File: config.mk
export PLATFORM = sky130hd
export DESIGN_NAME = fir_mac_sequencer
export DESIGN_NICKNAME = d
export VERILOG_FILES = /design/src/rtl/fir_mac_sequencer.sv
export SDC_FILE = /design/constraint.sdc
export NUM_CORES = 1
export LEC_CHECK = 0
export CORE_UTILIZATION = 58
export CTS_BUF_LIST = sky130_fd_sc_hd__clkbuf_16
export DETAILED_ROUTE_END_ITERATION = 6
export DONT_BUFFER_PORTS = 1
export PLACE_DENSITY = 0.88
export SETUP_SLACK_MARGIN = 0.5
export SLEW_MARGIN = 30
export SYNTH_ARGS = -nofsm -noshare
export SYNTH_HDL_FRONTEND = slang
export SYNTH_SLANG_ARGS = --single-unit
File: constraint.sdc
create_clock -name clk -period 6.25 [get_ports clk]
set_clock_uncertainty 0.1 [all_clocks]
set_input_delay 1.25 -clock clk [delete_from_list [all_inputs] [get_ports clk]]
set_output_delay 1.25 -clock clk [all_outputs]
set_load 0.005 [all_outputs]
File: src/rtl/fir_mac_sequencer.sv
// Single-MAC FIR filter: one accepted sample triggers NTAPS multiply-accumulate cycles over a circular delay line.
// Optional macro FIR_MAC_SEQUENCER_SATURATE_EN clamps the output; otherwise the output wraps in two's complement.
module fir_mac_sequencer #(
   parameter int NTAPS      = 13,
   parameter int DATA_WIDTH = 8,
   parameter int ACC_WIDTH  = 2*DATA_WIDTH + $clog2(NTAPS)
) (
   input  logic                             clk,
   input  logic                             reset,
   input  logic                             sample_valid,
   input  logic signed [DATA_WIDTH-1:0]     sample_in,
   output logic        [$clog2(NTAPS)-1:0]  coef_addr,
   input  logic signed [DATA_WIDTH-1:0]     coef_data,
   output logic                             result_valid,
   output logic signed [DATA_WIDTH-1:0]     result,
   output logic                             busy,
   output logic                             overrun,
   input  logic                             overrun_clr
);
   localparam int AW = $clog2(NTAPS);
   localparam int PW = 2*DATA_WIDTH;
   localparam logic [AW-1:0] LAST_IDX = AW'(NTAPS-1);
   localparam logic [AW-1:0] ZERO_IDX = {AW{1'b0}};
   localparam logic [AW-1:0] ONE_IDX  = AW'(1'b1);

   typedef enum logic [0:0] {S_IDLE = 1'b0, S_MAC = 1'b1} state_t;

   state_t                        r_state;
   state_t                        w_state_next;
   logic signed [DATA_WIDTH-1:0]  r_line [NTAPS];
   logic        [AW-1:0]          r_head;
   logic        [AW-1:0]          r_rd;
   logic        [AW-1:0]          r_tap;
   logic signed [ACC_WIDTH-1:0]   r_acc;
   logic signed [DATA_WIDTH-1:0]  r_result;
   logic                          r_result_valid;
   logic                          r_overrun;

   logic                          w_accept;
   logic                          w_drop;
   logic                          w_last;
   logic signed [PW-1:0]          w_prod;
   logic signed [ACC_WIDTH-1:0]   w_acc_sum;

`ifdef FIR_MAC_SEQUENCER_SATURATE_EN
   localparam logic signed [ACC_WIDTH-1:0] SAT_MAX = ACC_WIDTH'((32'sd1 <<< (DATA_WIDTH-1)) - 32'sd1);
   localparam logic signed [ACC_WIDTH-1:0] SAT_MIN = ACC_WIDTH'(-(32'sd1 <<< (DATA_WIDTH-1)));
`endif

   // Scale the Q1.(DATA_WIDTH-1) accumulation back to a sample and reduce it to DATA_WIDTH bits.
   function automatic logic signed [DATA_WIDTH-1:0] reduce_out(input logic signed [ACC_WIDTH-1:0] acc);
`ifdef FIR_MAC_SEQUENCER_SATURATE_EN
      logic signed [ACC_WIDTH-1:0] sh;
      sh = acc >>> (DATA_WIDTH-1);
      if (sh > SAT_MAX) begin
         return SAT_MAX[DATA_WIDTH-1:0];
      end else if (sh < SAT_MIN) begin
         return SAT_MIN[DATA_WIDTH-1:0];
      end else begin
         return sh[DATA_WIDTH-1:0];
      end
`else
      return acc[DATA_WIDTH-1 +: DATA_WIDTH];
`endif
   endfunction

   assign w_last    = (r_state == S_MAC) && (r_tap == LAST_IDX);
   assign w_prod    = $signed({{DATA_WIDTH{coef_data[DATA_WIDTH-1]}}, coef_data})
                    * $signed({{DATA_WIDTH{r_line[r_rd][DATA_WIDTH-1]}}, r_line[r_rd]});
   assign w_acc_sum = r_acc + $signed({{(ACC_WIDTH-PW){w_prod[PW-1]}}, w_prod});

   // State register.
   always_ff @(posedge clk) begin
      if (reset) begin
         r_state <= S_IDLE;
      end else begin
         r_state <= w_state_next;
      end
   end

   // Next-state decode plus sample accept/drop qualification.
   always_comb begin
      w_state_next = r_state;
      w_accept     = 1'b0;
      w_drop       = 1'b0;
      case (r_state)
         S_IDLE: begin
            if (sample_valid) begin
               w_accept     = 1'b1;
               w_state_next = S_MAC;
            end else begin
               w_state_next = S_IDLE;
            end
         end
         S_MAC: begin
            w_drop = sample_valid;
            if (r_tap == LAST_IDX) begin
               w_state_next = S_IDLE;
            end else begin
               w_state_next = S_MAC;
            end
         end
         default: begin
            w_state_next = S_IDLE;
         end
      endcase
   end

   // Delay line, read pointer walking backwards from the newest sample, tap counter and accumulator.
   always_ff @(posedge clk) begin
      if (reset) begin
         for (int i = 0; i < NTAPS; i++) begin
            r_line[i] <= {DATA_WIDTH{1'b0}};
         end
         r_head         <= ZERO_IDX;
         r_rd           <= ZERO_IDX;
         r_tap          <= ZERO_IDX;
         r_acc          <= {ACC_WIDTH{1'b0}};
         r_result       <= {DATA_WIDTH{1'b0}};
         r_result_valid <= 1'b0;
      end else begin
         r_result_valid <= 1'b0;
         if (w_accept) begin
            r_line[r_head] <= sample_in;
            r_head         <= (r_head == LAST_IDX) ? ZERO_IDX : r_head + ONE_IDX;
            r_rd           <= r_head;
            r_tap          <= ZERO_IDX;
            r_acc          <= {ACC_WIDTH{1'b0}};
         end else if (r_state == S_MAC) begin
            r_acc <= w_acc_sum;
            r_rd  <= (r_rd == ZERO_IDX) ? LAST_IDX : r_rd - ONE_IDX;
            if (w_last) begin
               r_tap          <= ZERO_IDX;
               r_result       <= reduce_out(w_acc_sum);
               r_result_valid <= 1'b1;
            end else begin
               r_tap <= r_tap + ONE_IDX;
            end
         end
      end
   end

   // Sticky overrun: a drop in the same cycle as a clear keeps the flag set.
   always_ff @(posedge clk) begin
      if (reset) begin
         r_overrun <= 1'b0;
      end else if (w_drop) begin
         r_overrun <= 1'b1;
      end else if (overrun_clr) begin
         r_overrun <= 1'b0;
      end else begin
         r_overrun <= r_overrun;
      end
   end

   assign coef_addr    = r_tap;
   assign busy         = (r_state == S_MAC);
   assign result       = r_result;
   assign result_valid = r_result_valid;
   assign overrun      = r_overrun;

endmodule

# Word-level counts from Yosys, hierarchy flattened
# Memories as Yosys holds them, arrays and structs flattened. A register that Yosys moved wholly into a read port is not among the register bits.
# Cells that the tools add are included.
# classes
addsub	4
mul	1
n_eq_ne	2
mux	23
n_bitwise	2
n_reduce_logical	8
# op_table
cell	n
$mux 4	8
$add 20x16->20	1
$mul 8x8->16	1
$mux 1	13
$add 4x1->4 const B	2
$eq 4x4->1 const B	2
$mux 8	1
$reduce_or 8->1	1
$logic_not 4->1	1
$reduce_bool 2->1	2
$sub 4x1->4 const B	1
$reduce_and 3->1	1
$reduce_or 3->1	1
$not 1->1	2
$pmux 1 s2	1
$reduce_or 2->1	1
$logic_and 1x1->1	1
# totals
register_bits	43
ramBits	104
in_bits	20
out_inout_bits	15
n_memories	1
# mem_list
memory	words	word_bits	read_ports	rd_clocked_by_memory_dff	wr	line	text
r_line	13	8	1	1	13	30	logic signed [DATA_WIDTH-1:0] r_line [NTAPS];

# Logic depth before layout (Yosys ltp)
# Gate-level depths: netlist of run 1.
# logic_depth
ltp_word	7
ltp_mapped	24
ltp_nobuf	21

# Worst setup path before layout of run 1
# OpenSTA, ideal clock, no wires.
# synth_path
path_kind	reg2reg
from	register (tool-made name)
to	register r_acc[14]
setup_ns	0.073
arrival_time_ns	6.562
setup_slack_ns	-0.485
stages_incl_launch_ff	24
synth_period_minus_slack_ns	6.735
cell_sequence	dfxtp_1 > buf_6 > buf_12 > buf_2 > mux4_2 > mux4_2 > and2_1 > fa_1 > inv_1 > fa_1 > inv_1 > fa_1 > inv_1 > fa_1 > inv_1 > ha_1 > ha_1 > nor4_1 > o211ai_1 > a41oi_1 > nor3_1 > and3_1 > or4_1 > nor3_2
# synth_rtl
item	line	text
end signal, assigned	118	r_acc <= {ACC_WIDTH{1'b0}};
end signal, assigned	128	r_acc <= {ACC_WIDTH{1'b0}};
end signal, assigned	130	r_acc <= w_acc_sum;
end, declared	34	logic signed [ACC_WIDTH-1:0] r_acc;

==> results of run 1 <==
==> critical path, delay by kind of cell, from the launching register on <==
kind / cells / cell delay, ps
buffers and inverters: 5 / 570
adder cells (fa/ha/maj): 6 / 2870
multiplexers: 2 / 1110
AO/OA/AOI/OAI: 2 / 440
flip-flops: 1 / 370
AND/OR/NAND/NOR: 6 / 1090
==> layer usage <==
layer	wire length [um]	share of wire
met1	9055	0.37
met2	12820	0.53
met3	1595	0.066
met4	825	0.034
met5	0	0
==> worst max path at each step <==
stage                                        end
after floorplan           r_acc[14]$_SDFFE_PP0P_
after global placement    r_acc[14]$_SDFFE_PP0P_
after detailed placement  r_acc[14]$_SDFFE_PP0P_
after CTS                 r_acc[14]$_SDFFE_PP0P_
after global routing      result[7]$_SDFFE_PP0P_
final                     r_acc[14]$_SDFFE_PP0P_
==> report_power, final <==
part	leakage, nW	total (W)	internal, W	switching (W)
Clock	0.285	0.00102	0.000557	0.000466
Sequential	1.63	0.00130	0.00127	0.0000390
Combinational	2.96	0.00448	0.00217	0.00232
==> area by class of cell <==
cell class	count	share of cell area
clock buffers	17	0.03549
clock inverters	15	0.01190
inverters	93	0.02954
multi-input cells	530	0.4633
flip-flops and latches	170	0.3911
well taps	225	0.02349
repair buffers	59	0.04520
==> layout by cell type (no fill, tap or decap), types with 5 or more instances in the layout <==
cell type / n
dfxtp_1: 41
edfxtp_1: 128
inv_1: 88
ha_1: 28
and2_4: 10
inv_6: 5
xor2_1: 18
mux4_2: 35
mux4_1: 6
nor2_1: 46
a211oi_1: 6
nand2_2: 5
buf_4: 43
buf_6: 11
mux2i_1: 16
ha_4: 10
and2_1: 123
nand2_1: 45
nor3_2: 5
xnor2_1: 10
inv_2: 5
a21oi_2: 5
nor3_1: 11
fa_1: 61
or2_2: 14
clkbuf_16: 17
a21oi_1: 7
fa_2: 5
==> state kept, by name (all words and copies together) (netlist names), named ones only <==
signal        cells
r_line          128
r_acc            15
result            8
coef_addr         4
r_head            4
r_rd              4
busy              1
overrun           1
result_valid      1
==> logic make-up (layout without fill, tap and decap cells) <==
family	Yosys count	after routing
AOI/OAI and AO/OA	43	43
xor gates and xnor gates	34	34
adders and majority gates	106	106
buffers and inverters	125	184
DFF	170	170
muxes	60	60
and+or+nand+nor	287	287
==> metrics by stage <==
| step | total power (W) | utilization | std cells | TNS (ps) | hold slack (ps) |
|---|---|---|---|---|---|
| 2_1_floorplan | 0.003462 | - | 825 | 0 | 352.7 |
| 3_3_place_gp | 0.004083 | 0.6276 | 1057 | -42.29 | 359.1 |
| 3_5_place_dp | 0.004192 | 0.6276 | 1057 | -221.8 | 361.5 |
| 4_1_cts | 0.006099 | 0.6821 | 1103 | -223.4 | 371.7 |
| 5_1_grt | 0.007158 | 0.6930 | 1109 | -2405 | 400.1 |
| 6_report | 0.006809 | 0.6930 | 1109 | -1231 | 372.1 |
==> repair_timing <==
action / 4_1_cts / 5_1_grt
buffers inserted: 14 / 6
endpoints found under the hold margin: 0 / 0
endpoints found under the setup margin: 14 / 16
resized for setup: 53 / 33
pin swaps: 30 / 18
cloned: 0 / 0
==> run metrics, run 1 <==
status finished, violations left; failing checks DRC, setup timing; area of the multi-input gates 5553 um2; power per cell area 568.1 nW/um2; Initial DRC Count 588; maximum operating frequency 0.1509 GHz; Post-synth ARST share 0; # clock sinks 170; Critical Path AT 6890 ps; CP max stage delay 590 ps; initial antenna violation count 0; post-layout instance area 11,990 um2; Hold Path Origin result[0]$_SDFFE_PP0P_; Synthesized Nets 951; cell count after synthesis 825; Setup WS pre-CTS -194.0 ps; CP Capture Type flip-flop; R2R Setup Slk -380 ps; met2 usage 0.4832; Hold Path Stages 2; HP Class flip-flop to flip-flop; final worst setup slack -377.4 ps; Die Area 18,310 um2; global-route wire length before repair 37,110 um; EDFF count, synth 128; clock latency on the worst-skew pair 450 ps; total number of vias 6,606; gpl congestion 0.8382; Max Buffers Root-to-Sink 2; Die X 135.3 um; count of cell types in the netlist 48; CTS tree built; WL/cell 21.91 um; DRT Wirelength 24,300 um; H-tree depth 4; Critical Path RT 6520 ps; all-layer global routing usage 0.2769; Top FF cell, synth edfxtp_1; P&R area growth vs syn 16.30%; Slew Viols, Final 0; vias in the first global route 7,002; P_leak 4.878 nW; Crit path top cell by count fa_1; Port Buffers 0; Register Area 4688 um2; Ports 35; Min Clock Period, post-route 6627 ps; met1 global-route usage 0.3380; Mean Syn Cell Area 12.49 um2; Worst VDD drop 829.6 uV; Core ar. 17,300 um2; slowest cell on the critical path fa_1; post-synth top area cell edfxtp_1; Synth Area in Simple Gates 0.1487; ANT nets after route 0; post-synthesis xor/xnor area fraction 0.03169; post-synthesis compound-gate area fraction 0.02865; RSZ-0062 raised after global routing true; Area after DPL 10,860 um2; Hold Vio Cnt, Final 0; Yosys Warn Count 0; max-capacitance violation count 0; crit-path cells buf_12 > buf_12 > mux4_2 > mux4_2 > and2_4 > fa_1 > inv_2 > fa_1 > fa_1 > fa_1 > inv_2 > fa_2 > ha_4 > nand2_2 > o211ai_1 > buf_4 > a41o_1 > nor3_1 > and3_1 > or4_4 > nor3_2; height of the die 135.3 um; met3 Track Usage GR 0.04639; Synth Cell Area 10,310 um2; top cells by area, synth edfxtp_1 37%, fa_1 13%, dfxtp_1 8.2%; number of diodes 0; # setup viols final 5; FF-to-FF path depth 21; WS Path Type flip-flop to flip-flop; Clock Tree Root clkbuf_16; vias per inst 5.957; hpwl dp 15,830 um; standard-cell rows 48; Worst-path clk slew 80 ps; Post-route DRC 1; Hold Buf Count CTS 0; Synth top area share 0.3730; total grt overflow 0; flops & latches, synth 170; CP max FO 8; Min-Delay Endpoint result[0]$_SDFFE_PP0P_; worst-margin pin slew 967.2 ps; main combinational cell family by area after synthesis adder cells; # nets final 997; Final period util 1.060; Inserted Clock Buffers 17; Most Used Layer, Global Route met2; Critical R2R Capture r_acc[14]$_SDFFE_PP0P_; Adder-Cell Fraction of Synth Area 0.1768; post-synthesis sequential area ratio 0.4545; Initial Util 0.5958; share of cells above drive strength 1 0.2432; Slew headroom 0.3502; Worst Setup Start Kind flip-flop; router iterations before antenna repair 7; mux contribution to synthesized area 0.1112; largest net degree at the start of global routing 32; most common cell in the netlist and2_1; filler cell count 1,082; most frequent cells after synthesis 133 x and2_1, 128 x edfxtp_1, 92 x inv_1
Power figures use the tool's default switching activity.
==> run 2: changes to the inputs <==
--- a/config.mk
+++ b/config.mk
@@ -5,6 +5,7 @@
 export SDC_FILE = /design/constraint.sdc
 export NUM_CORES = 1
 export LEC_CHECK = 0
+export ABC_AREA = 1
 export CORE_UTILIZATION = 58
 export CTS_BUF_LIST = sky130_fd_sc_hd__clkbuf_16
 export DETAILED_ROUTE_END_ITERATION = 6
==> run 2 against run 1 <==
  * The run now ends clean
  * Die area decreased by 1.6%
  * Fmax increased by 12%
  * Cell count increased by 23%
  * Core utilization rose by 0.25 points
  * Sequential share of layout area grew 1.0 points
  * Combinational power grew 15%
  * Register-to-register slack gained 690 ps
  * Sequential power about the same
  * Via count is 29% higher
  * Final area is 2.4% lower
  * Setup slack improved by 690 ps
==> run metrics, run 2 <==
most frequent cells in the layout 212 x nor2_1, 180 x nand2_1, 163 x inv_1; global-route wire length before repair 40,590 um; largest net degree at the start of global routing 40; slowest cell on the critical path fa_1; Ports 35; CTS tree built; # nets final 1,254; Final period util 0.9503; Slew Viols, Final 0; filler cell count 1,056; H-tree depth 4; R2R Setup Slk 310 ps; Clock Tree Root clkbuf_16; hpwl dp 17,470 um; Synth top area share 0.3789; Final TNS setup 0 ps; Worst-path clk slew 80 ps; Biggest register r_line; CP max FO 7; Inserted Clock Buffers 17; router iterations before antenna repair 6; Synthesized Nets 1,235; count of cell types in the netlist 33; CP max stage delay 560 ps; Slew headroom 0.4254; vias in the first global route 7,890; Critical Path RT 6500 ps; Synth Cell Area 10,140 um2; placed cell count 1,305; Hold Vio Cnt, Final 0; P&R area growth vs syn 15.32%; worst-margin pin slew 858.7 ps; status finished clean; WL/cell 21.71 um; number of diodes 0; Worst Setup Start Kind flip-flop; Min Clock Period, post-route 5940 ps; Worst setup endpoint r_acc[11]$_SDFFE_PP0P_; ANT nets after route 0; RSZ-0062 raised after global routing true; EDFF count, synth 128; gpl congestion 0.9439; initial antenna violation count 0; CP Capture Type flip-flop; Critical R2R Capture r_acc[11]$_SDFFE_PP0P_; Hold Path Origin overrun$_SDFFE_PP0P_; Top FF cell, synth edfxtp_1; height of the die 134.2 um; # clock sinks 170; P_leak 5.193 nW; most common cell in the netlist nor2_1; maximum operating frequency 0.1684 GHz; Setup WS pre-CTS 145.8 ps; total grt overflow 0; DRT Wirelength 29,550 um; post-synth top area cell edfxtp_1; share of cells above drive strength 1 0.1376; Post-synth ARST share 0; Initial DRC Count 1,454; Yosys Warn Count 0; Mean Syn Cell Area 9.147 um2; Initial Util 0.6031; Port Buffers 0; Worst VDD drop 1009 uV; top cells by area, synth edfxtp_1 38%, fa_1 13%, nor2_1 8.4%; total number of vias 8,531; FF-to-FF path depth 26; all-layer global routing usage 0.2995; final worst setup slack 310.4 ps; clock latency on the worst-skew pair 460 ps; max-capacitance violation count 0; cell count after synthesis 1,109; power per cell area 643.6 nW/um2; most frequent cells after synthesis 228 x nor2_1, 186 x nand2_1, 173 x inv_1; Max Buffers Root-to-Sink 2; Hold Buf Count CTS 0; vias per inst 6.268; # setup viols final 0; Post-route DRC 0; flops & latches, synth 170; number of flip-flops in the largest register 128; post-synthesis sequential area ratio 0.4618; standard-cell rows 47; leading cell type in the layout, fill and taps excluded nor2_1; Core ar. 16,820 um2; non-filler cells in the finished layout 1,361; Critical Path AT 6190 ps; Die X 134.2 um; Die Area 18,020 um2; HP Class flip-flop to flip-flop; WS Path Type flip-flop to flip-flop
run 2: metal layers:
metal	vias up	global-route usage	routed length, um
met2	729	0.4790	14050
met3	189	0.06727	3823
li1	3595	-	-
met4	0	0.1610	1818
met5	-	0	0
met1	4018	0.3813	9851
run 2: timing repair:
action | CTS | global route
pin swaps | 8 | 36
endpoints found under the setup margin | 12 | 14
gates resized for setup | 29 | 103
setup buffers | 9 | 10
cloned | 0 | 5
run 2: metrics by stage:
| step | hold slack (ps) | utilization | area [um2] | total power, W |
|---|---|---|---|---|
| after CTS | 377.8 | 0.6607 | 11110 | 0.006014 |
| final | 376.2 | 0.6955 | 11700 | 0.007529 |
| after floorplan | 344.9 | - | 10150 | 0.003972 |
| after global placement | 353.9 | 0.6155 | 10350 | 0.004492 |
| after detailed placement | 368.4 | 0.6155 | 10350 | 0.004667 |
| after global routing | 393.1 | 0.6955 | 11700 | 0.008003 |
run 2: critical path: cells and delay by family, from the launching register on:
| kind | cells | cell delay, ps |
|---|---|---|
| adders and majority gates | 6 | 2880 |
| AOI/OAI and AO/OA | 6 | 1040 |
| and+or+nand+nor | 8 | 750 |
| DFF | 1 | 450 |
| buffers and inverters | 5 | 360 |
| xor gates and xnor gates | 1 | 240 |
run 2: report_power, final:
part,internal (W),switching [W]
combinational,0.00218,0.00297
sequential,0.00127,0.0000436
clock,0.000531,0.000535
run 2: cells by family (layout without fill, tap and decap cells):
| kind of cell | after synthesis | in the layout | synth area share |
|---|---|---|---|
| XOR/XNOR | 16 | 16 | 0.01381 |
| AO/OA/AOI/OAI | 121 | 121 | 0.07080 |
| flip-flops | 170 | 170 | 0.4618 |
| adder cells (fa/ha/maj) | 106 | 106 | 0.1796 |
| AND/OR/NAND/NOR | 479 | 479 | 0.1879 |
| buffers and inverters | 217 | 249 | 0.08610 |
run 2: how the worst min path moves through the flow:
stage / end / slack [ps] / cells after the start
3_5_place_dp: result[7]$_SDFFE_PP0P_ / 370 / 2
5_1_grt: result[7]$_SDFFE_PP0P_ / 390 / 2
3_3_place_gp: r_acc[0]$_SDFFE_PP0P_ / 350 / 2
2_1_floorplan: r_acc[0]$_SDFFE_PP0P_ / 340 / 2
4_1_cts: result[7]$_SDFFE_PP0P_ / 380 / 2
6_report: overrun$_SDFFE_PP0P_ / 380 / 2
run 2: cell type report:
cell class | instances | area, um2 | share of cell area
well taps | 220 | 275.3 | 0.02353
multi-input cells | 722 | 4964 | 0.4243
clock inverters | 15 | 152.6 | 0.01305
flip-flops and latches | 170 | 4692 | 0.4011
inverters | 177 | 695.7 | 0.05947
repair buffers | 40 | 493.0 | 0.04214
clock buffers | 17 | 425.4 | 0.03637
==> edit: new RTL, settings of run 2 <==
Reset style: asynchronous (`reset`), changed in 3 clocked blocks.
--- a/src/rtl/fir_mac_sequencer.sv
+++ b/src/rtl/fir_mac_sequencer.sv
@@ -70,7 +70,7 @@
    assign w_acc_sum = r_acc + $signed({{(ACC_WIDTH-PW){w_prod[PW-1]}}, w_prod});
 
    // State register.
-   always_ff @(posedge clk) begin
+   always_ff @(posedge clk or posedge reset) begin
       if (reset) begin
          r_state <= S_IDLE;
       end else begin
@@ -107,7 +107,7 @@
    end
 
    // Delay line, read pointer walking backwards from the newest sample, tap counter and accumulator.
-   always_ff @(posedge clk) begin
+   always_ff @(posedge clk or posedge reset) begin
       if (reset) begin
          for (int i = 0; i < NTAPS; i++) begin
             r_line[i] <= {DATA_WIDTH{1'b0}};
@@ -141,7 +141,7 @@
    end
 
    // Sticky overrun: a drop in the same cycle as a clear keeps the flag set.
-   always_ff @(posedge clk) begin
+   always_ff @(posedge clk or posedge reset) begin
       if (reset) begin
          r_overrun <= 1'b0;
       end else if (w_drop) begin
Function: differs if reset is asserted again (counterexample within 4 cycles, from zero or initial values and one cycle with reset high); with reset held inactive, the same outputs for 10 cycles.
==> edit against run 2 <==
- the run now ends with DRC left
- count of clock-buffer cells in the layout unchanged
- routed wire length rose by 5.9%
- cell area fell by 5.6%
- non-clock buffer count up 15
- setup slack worse by 0.24 ns
- die area fell by 8.2%
- via count grew 5.0%
- sequential cell count down 28
- synthesized cell count increased by 3.5%
- area after synthesis is 8.3% lower
- critical path depth is the same
- sequential share of layout area fell by 7.9 points
Power is not shown: default switching activity piles up to over one toggle a cycle in this logic, so the estimate is an artifact.
==> edit: results <==
<?xml version="1.0" encoding="UTF-8"?>
<metrics>
  <group name="outcome">
    <metric name="run_status" unit="">complete, but fails checks</metric>
    <metric name="violations" unit="">DRC</metric>
  </group>
  <group name="critical_path">
    <metric name="critical_path.max_fanout" unit="">13</metric>
    <metric name="critPathMaxStageDelay" unit="ns">0.61</metric>
    <metric name="regToRegEndpoint" unit="">result[4]</metric>
    <metric name="slowest_stage" unit="">sky130_fd_sc_hd__dfrtp_1</metric>
    <metric name="worst_ep_arrival_time" unit="ns">6.46</metric>
  </group>
  <group name="routing">
    <metric name="remaining_drc_errors" unit="">27</metric>
    <metric name="wl_per_cell" unit="um">22.2</metric>
    <metric name="overall_via_count_from_detail_route" unit="">8959</metric>
    <metric name="tritonroute_pass_1_iters" unit="">7</metric>
    <metric name="dr.first_iter.drc_count" unit="">1679</metric>
    <metric name="postRouteWirelength" unit="um">31300</metric>
    <metric name="m1WireLength" unit="um">10600</metric>
  </group>
  <group name="place">
    <metric name="detailed_placement_wirelength_estimate" unit="um">15500</metric>
    <metric name="gp_routability_congestion" unit="">0.928</metric>
    <metric name="place_area" unit="um^2">9510</metric>
  </group>
  <group name="finish">
    <metric name="max_ffs_per_register" unit="">104</metric>
    <metric name="fin_nets" unit="">1309</metric>
    <metric name="filler_cell_count" unit="">936</metric>
  </group>
  <group name="synthesis">
    <metric name="synth_top_cells_by_area" unit="">sky130_fd_sc_hd__dfrtp_1, sky130_fd_sc_hd__fa_1, sky130_fd_sc_hd__nand2_1</metric>
    <metric name="xor_xnor_fraction_of_synth_area" unit="%">1.32</metric>
    <metric name="synth_top_family_by_area" unit="">adder cells</metric>
    <metric name="synth.yosys.seq_area_share" unit="%">38.2</metric>
    <metric name="postSynth.topFlopCell" unit="">sky130_fd_sc_hd__dfrtp_1</metric>
    <metric name="ys_async_rst_share" unit="%">100</metric>
  </group>
  <group name="grt">
    <metric name="grt_util_met3" unit="%">6.94</metric>
    <metric name="grt_pass1_vias" unit="">7722</metric>
    <metric name="groute.usage.overall" unit="%">30.5</metric>
    <metric name="first_pass_grt_wire_length" unit="um">38500</metric>
    <metric name="grt_start_max_net_pins" unit="">87</metric>
  </group>
  <group name="clock_network">
    <metric name="ctsResizeCount" unit="">22</metric>
    <metric name="postCtsSetupBuffers" unit="">7</metric>
  </group>
  <group name="timing">
    <metric name="tightest_slew" unit="ns">1.04</metric>
    <metric name="highest_clock_rate" unit="MHz">162</metric>
  </group>
</metrics>
-- edit: cell count changes in the layout (fill, tap and decap cells not counted), sizes merged, moves of 16 or more --
| cell | delta |
|---|---|
| edfxtp | -128 |
| a21oi | +43 |
| o21ai | +79 |
| nor2 | -134 |
| dfxtp | -42 |
| buf | +16 |
| inv | +28 |
| dfrtp | +142 |
| nand2 | +77 |
-- edit: cell type report --
class                   instances  area share [%]
multi-input cells             761            47.8
clock inverters                15            1.40
clock buffers                  17            3.85
repair buffers                 55            5.21
well taps                     211            2.39
flip-flops and latches        142            32.2
inverters                     206            7.15
-- edit: worst min-delay path by stage --
stage / from / to / slack [ns]
2_1_floorplan: r_line[103] / r_line[103] / 0.35
3_3_place_gp: r_line[88] / r_line[88] / 0.36
3_5_place_dp: r_line[103] / r_line[103] / 0.37
4_1_cts: r_line[80] / r_line[80] / 0.39
5_1_grt: r_line[96] / r_line[96] / 0.41
6_report: r_line[93] / r_line[93] / 0.39
